### config.mk
export PLATFORM = sky130hd
export DESIGN_NAME = mux_to_leds
export DESIGN_NICKNAME = d
export VERILOG_FILES = /design/src/rtl/mux_to_leds_pkg.sv /design/src/rtl/mux_to_leds_sync_bit_chain.sv /design/src/rtl/mux_to_leds.sv
export SDC_FILE = /design/constraint.sdc
export NUM_CORES = 1
export LEC_CHECK = 0
export BUFFER_PORTS_ARGS = -buffer_cell sky130_fd_sc_hd__buf_4
export CAP_MARGIN = 20
export CORE_AREA = 2 2 55 57
export DETAILED_ROUTE_END_ITERATION = 8
export DIE_AREA = 0 0 57 59
export HOLD_SLACK_MARGIN = 0.03
export PLACE_DENSITY = 0.42
export SLEW_MARGIN = 20
export SYNTH_ARGS = -nofsm -noshare
export SYNTH_HDL_FRONTEND = slang
export SYNTH_SLANG_ARGS = --single-unit
### constraint.sdc
create_clock -name i_clk -period 0.8 [get_ports i_clk]
set_input_delay 0.16 -clock i_clk [delete_from_list [all_inputs] [get_ports i_clk]]
set_output_delay 0.16 -clock i_clk [all_outputs]
set_load 0.01 [all_outputs]
### src/rtl/mux_to_leds_pkg.sv
// Shared constants and helpers for the LED bus multiplexer.
package mux_to_leds_pkg;

  localparam int unsigned LED_BUS_WIDTH = 4;

  // Width of a counter that must hold values 0..d, never narrower than one bit.
  function automatic int unsigned cnt_width(input int unsigned d);
    int unsigned w;
    w = $clog2(d + 1);
    return (w == 0) ? 1 : w;
  endfunction

endpackage

### src/rtl/mux_to_leds_sync_bit_chain.sv
// Single-bit synchronizer: STAGES flops in series, synchronous active-high reset.
// With STAGES = 0 the input passes straight through.
module sync_bit_chain #(
  parameter int unsigned STAGES = 2
) (
  input  logic i_clk,
  input  logic i_rst,
  input  logic i_d,
  output logic o_q
);

  if (STAGES == 0) begin : g_bypass
    assign o_q = i_d;
  end else begin : g_chain
    logic [STAGES-1:0] r_chain;

    // Shift the raw bit through the chain; reset clears every stage.
    always_ff @(posedge i_clk) begin
      if (i_rst) begin
        r_chain <= '0;
      end else begin
        r_chain[0] <= i_d;
        for (int i = 1; i < int'(STAGES); i++) begin
          r_chain[i] <= r_chain[i-1];
        end
      end
    end

    assign o_q = r_chain[STAGES-1];
  end

endmodule

### src/rtl/mux_to_leds.sv
// Registered 2:1 bus multiplexer driving board LEDs from two synchronized
// input buses, with an optionally debounced select and a select indicator.
module mux_to_leds
  import mux_to_leds_pkg::*;
#(
  parameter int unsigned N           = LED_BUS_WIDTH,
  parameter int unsigned SYNC_STAGES = 2,
  parameter int unsigned DEBOUNCE    = 0
) (
  input  logic         i_clk,
  input  logic         i_rst,
  input  logic [N-1:0] i_a,
  input  logic [N-1:0] i_b,
  input  logic         i_sel,
  output logic [N-1:0] o_y,
  output logic         o_sel
);

  logic [N-1:0] w_a_s;
  logic [N-1:0] w_b_s;
  logic         w_sel_s;
  logic         w_sel_eff;

  logic [N-1:0] r_y;
  logic         r_sel;

  // One synchronizer per bit of each data bus, plus one for the select.
  for (genvar g = 0; g < int'(N); g++) begin : g_sync_data
    sync_bit_chain #(.STAGES(SYNC_STAGES)) u_sync_a (
      .i_clk (i_clk),
      .i_rst (i_rst),
      .i_d   (i_a[g]),
      .o_q   (w_a_s[g])
    );
    sync_bit_chain #(.STAGES(SYNC_STAGES)) u_sync_b (
      .i_clk (i_clk),
      .i_rst (i_rst),
      .i_d   (i_b[g]),
      .o_q   (w_b_s[g])
    );
  end

  sync_bit_chain #(.STAGES(SYNC_STAGES)) u_sync_sel (
    .i_clk (i_clk),
    .i_rst (i_rst),
    .i_d   (i_sel),
    .o_q   (w_sel_s)
  );

  if (DEBOUNCE == 0) begin : g_no_debounce
    assign w_sel_eff = w_sel_s;
  end else begin : g_debounce
    localparam int unsigned   CNT_W    = cnt_width(DEBOUNCE);
    localparam logic [CNT_W-1:0] CNT_LAST = CNT_W'(DEBOUNCE - 1);

    logic [CNT_W-1:0] r_cnt;
    logic             r_sel_eff;

    // Accept a new select level only after it persists DEBOUNCE cycles;
    // any return to the current level restarts the count.
    always_ff @(posedge i_clk) begin
      if (i_rst) begin
        r_cnt     <= '0;
        r_sel_eff <= 1'b0;
      end else if (w_sel_s == r_sel_eff) begin
        r_cnt <= '0;
      end else if (r_cnt == CNT_LAST) begin
        r_sel_eff <= w_sel_s;
        r_cnt     <= '0;
      end else begin
        r_cnt <= r_cnt + CNT_W'(1);
      end
    end

    assign w_sel_eff = r_sel_eff;
  end

  // Output register: chosen bus and select indicator, straight from flops.
  always_ff @(posedge i_clk) begin
    if (i_rst) begin
      r_y   <= '0;
      r_sel <= 1'b0;
    end else begin
      r_y   <= w_sel_eff ? w_b_s : w_a_s;
      r_sel <= w_sel_eff;
    end
  end

  assign o_y   = r_y;
  assign o_sel = r_sel;

endmodule

; After elaboration in Yosys (flattened, before gate mapping)
; Cells that the tools add are included.
[totals]
register_bits = 23
out_inout_bits = 5
in_bits = 11
wordCells = 12
[op_classes]
mux = 1
[op_table]
columns = op, count
row1 = 4-bit 2-to-1 mux, 1

; Depth between registers and ports, before layout
[logic_depth]
depth_word = 1
depth_mapped = 3
ltp_nobuf = 2

; Cells and area by module
; A second synthesis with hierarchy kept.
[hier_totals]
hier_cells = 51
area_unflattened_um2 = 645.6
[by_module_without_submodules]
columns = mod, seq_area_each_um2, area_each_um2, n_inst, cells_each
row1 = sync_bit_chain, 40.0, 52.6, 9, 4
row2 = mux_to_leds, 100.1, 172.7, 1, 15

; Least setup slack after synthesis
; No wires, ideal clock.
[synth_timing]
path_type = register to register
startpoint = reg u_sync_sel.g_chain.r_chain[1]
endpoint = reg r_y[0] (netlist: o_y[0])
path_buffers = 1
setup_time_ns = 0.114
synth_period_minus_slack_ns = 0.733
setup_slack_ns = 0.067
stages_incl_launch_ff = 4
t_arrival_ns = 0.619
required_time_ns = 0.686
path_cell_list = dfxtp_1 -> buf_6 -> mux2i_1 -> nor2_1
[synth_between]
elab_chain_len = 1
[synth_rtl]
columns = item, line_no
row1 = start: declaration, mux_to_leds_sync_bit_chain.sv:15  ; logic [STAGES-1:0] r_chain;
row2 = start signal: indexed assignment, mux_to_leds_sync_bit_chain.sv:24  ; r_chain[i] <= r_chain[i-1];
row3 = 4-bit 2-to-1 mux, mux_to_leds.sv:84  ; r_y <= w_sel_eff ? w_b_s : w_a_s;
row4 = end signal: assignment, mux_to_leds.sv:84
row5 = end: declaration, mux_to_leds.sv:24  ; logic [N-1:0] r_y;
; No other way between the ends.
; A chain may end at the register's enable or synchronous reset.

; Worst setup path after layout
[layout_timing]
startpoint = reg r_y[0] (netlist: o_y[0])
endpoint = out o_y[0]
[layout_rtl]
columns = item, line_no
row1 = end: declaration, mux_to_leds.sv:15  ; output logic [N-1:0] o_y,
; No word-level cell between the ends.

==> impl_results.md <==
* Outcome: complete, but fails checks
* Failing checks: setup timing
* Std cell rows at 19
* Clock Skew at between 0.0009 and 0.001 ns
* Die ar. at 3360 µm²
* Initial antenna violation count at 0
* HP Start: i_b[1]
* Most area-consuming cells after synthesis: dfxtp_1 (69%), nor2b_1 (17%), mux2i_1 (6.0%), buf_6 (5.0%), nor2_1 (2.2%)
* Core area at roughly 2700 µm²
* Worst-path fanout max at 1
* Layout area overhead at 25.7%
* Placer congestion estimate at about 0.54
* Avg Cell Area, Syn at 12.7 µm²
* Seq cells post-synth at 23
* Critical path required time at ~0.64 ns
* Logic pwr share at roughly 6.0%
* # port buffers at 15
* Vias per cell at 3.48
* Clock period minus worst slack at between 0.8 and 0.9 ns
* Layout fillers at between 300 and 400
* Drt pass-1 iters at 1
* H-tree depth at 1
* Dpl ws at -0.0350 ns
* Ports at 16
* Clk Latency, worst-skew pair at about 0.29 ns
* Count of cell types in the netlist at 6
* FF-to-FF End: o_y[1]
* Syn_nets at 64
* Headroom to the max-slew limit at 85.3%
* Hold Vio Cnt, Final at 0
* Peak supply drop at 0.658 mV
* Root buffer cell: clkbuf_4
* Hold depth at 2
* TritonCTS clock tree: yes
* YS warnings at 0
* Data arrival time of the worst path at between 0.7 and 0.8 ns
* Pwr dens at 2150 nW/µm²
* Worst Hold Class: in2reg
* Sw frac at 19.6%
* Avg WL per Cell at 7.38 µm
* Critical path cell sequence: buf_6
* Register area at approximately 470 µm²
* Register clock-pin slew on the reported worst setup and hold paths at between 0.1 and 0.15 ns
* Vias after detailed routing at between 300 and 400
* GRT overflow at 0
* Worst reg-to-reg path cell count at 2
* Lkg Pwr at 0.000345 µW
* Number of diodes at 0
* Synth top area share at 68.7%
* Max stage delay on crit path at ~0.33 ns
* Final worst slack at -0.0951 ns
* FF-to-FF setup slack at around 0.060 ns
* Post-CTS Repair Setup Buffers at 0
* F_max at roughly 1100 MHz
* Fin crit share at 112%
* Area leader, netlist: dfxtp_1
* Die height at between 50 and 60 µm
* Footprint of the multi-input gates at 176 µm²
* Post-synth EDFFs at 0
* Slowest CP cell: dfxtp_2
* Maximum root-to-sink buffer count at 2
* Final wirelength at around 740 µm
* Post-synth ARST share at 0%
* Starting DRT DRC Count at 0
* Post-synthesis sequential area ratio at 68.7%
* Drt drc at 0
* Effective utilization at floorplan at 24.7%
* Worst setup SP type: flop
* Post-synth top cells: dfxtp_1 (23), nor2b_1 (18), mux2i_1 (4), nor2_1 (4), buf_6 (3)
* Sw Pwr at about 360 µW
* R2R Path Start: u_sync_sel.g_chain.r_chain[1]
* Most numerous cell in the Yosys netlist: dfxtp_1
* CP startpoint: o_y[0]
* Min Hold Slack at 0.0657 ns
* Critical Path Sink Type: output port
* Setup TNS at -0.472 ns
* Part of the power in registers at 66.5%
* Total GRT Usage at between 4 and 5%
* Max Cap Viol at 0
* Nets@finish at between 80 and 90
* Hold endpoint: g_sync_data[1].u_sync_b.g_chain.r_chain[0]
* CP Buf/Inv Count at 1
* Worst setup path category: reg2out
* Max-slew violations at 0
* Synth Flop Type: dfxtp_1
* Layout cells sized above 1 at 36.2%
* Final ANT Viol Nets at 0
* Power share of the clock group at ~28%
* Vias in the first global route at around 280
* Setup violations, final at 5
* Total CTS buffers at 3
* Cell family with most CP delay: flip-flops
* Int Pwr at 1460 µW
* RSZ-0062 raised after global routing: true
* Mapped cell area at around 670 µm²
* Global-route wire length before repair at approximately 1100 µm
* Slew @ Worst Pin at 0.221 ns
* Pin count of the biggest net entering global routing at 24
* Synth Instances at 53
* CTS sink cnt at 23
* Die X at 57 µm
==> worst max path at each step <==
stage	slack [ns]	depth (start not counted)	end
5_1_grt	-0.14	1	o_sel
4_1_cts	-0.12	1	o_y[1]
6_report	-0.1	1	o_y[0]
3_5_place_dp	-0.03	2	o_y[1]
3_3_place_gp	-0.02	2	o_y[1]
2_1_floorplan	0.07	3	o_y[0]
==> registers in the layout, summed over array words and instances, names as in the netlist <==
name                                  cells
g_sync_data.u_sync_b.g_chain.r_chain      8
o_y                                       4
o_sel                                     1
u_sync_sel.g_chain.r_chain                2
g_sync_data.u_sync_a.g_chain.r_chain      8
==> area by class of cell <==
cell class | count | share of cell area (%)
multi-input cells | 27 | 20.9
repair buffers | 15 | 15.6
flip-flops and latches | 23 | 55.8
clock buffers | 4 | 3.12
well taps | 31 | 4.60
==> timing repair <==
item	in CTS	in global routing
hold buffers	0	0
gates cloned	0	0
endpoints found under the setup margin	9	8
hold endpoints to repair	0	0
resized for setup	9	3
==> per-stage QoR <==
step | std cells | util (%) | area [µm²] | power [µW]
after detailed placement | 96 | 29.1 | 788 | 1340
after CTS | 100 | 30.9 | 838 | 1870
after floorplan | 53 | - | 671 | 1300
after global routing | 100 | 31.1 | 843 | 1920
final | 100 | 31.1 | 843 | 1820
after global placement | 96 | 29.1 | 788 | 1340
==> power by group through the flow <==
stage,sequential [µW],combinational (µW),clock [µW]
6_report,1210,109,498
5_1_grt,1210,121,582
4_1_cts,1210,112,544
3_5_place_dp,1230,108,0
3_3_place_gp,1230,107,0
2_1_floorplan,1230,65.1,0
==> per-layer routing <==
metal  vias to the layer above  global-route usage (%)  part of all wire (%)
met4                         0                    7.97                   3.7
li1                        192                       -                     -
met3                         2                   0.873                   6.4
met1                       142                    5.31                    45
met5                         -                       0                     0
met2                        12                    6.24                    45
==> logic make-up after synthesis <==
group	after synthesis	synth area share, %
multiplexers	4	5.97
AND/OR/NAND/NOR	23	20.3
flip-flops	23	68.7
buffers and inverters	3	5.04
==> layout by cell type, fill, tap and decap left out <==
cell type,count
dfxtp_1,17
nor2_1,4
dfxtp_4,1
dfxtp_2,5
buf_6,5
nor2b_1,18
clkbuf_1,1
clkbuf_4,3
mux2i_1,4
nor2b_2,1
buf_4,10
No activity file was read; power rests on OpenSTA's default activity.
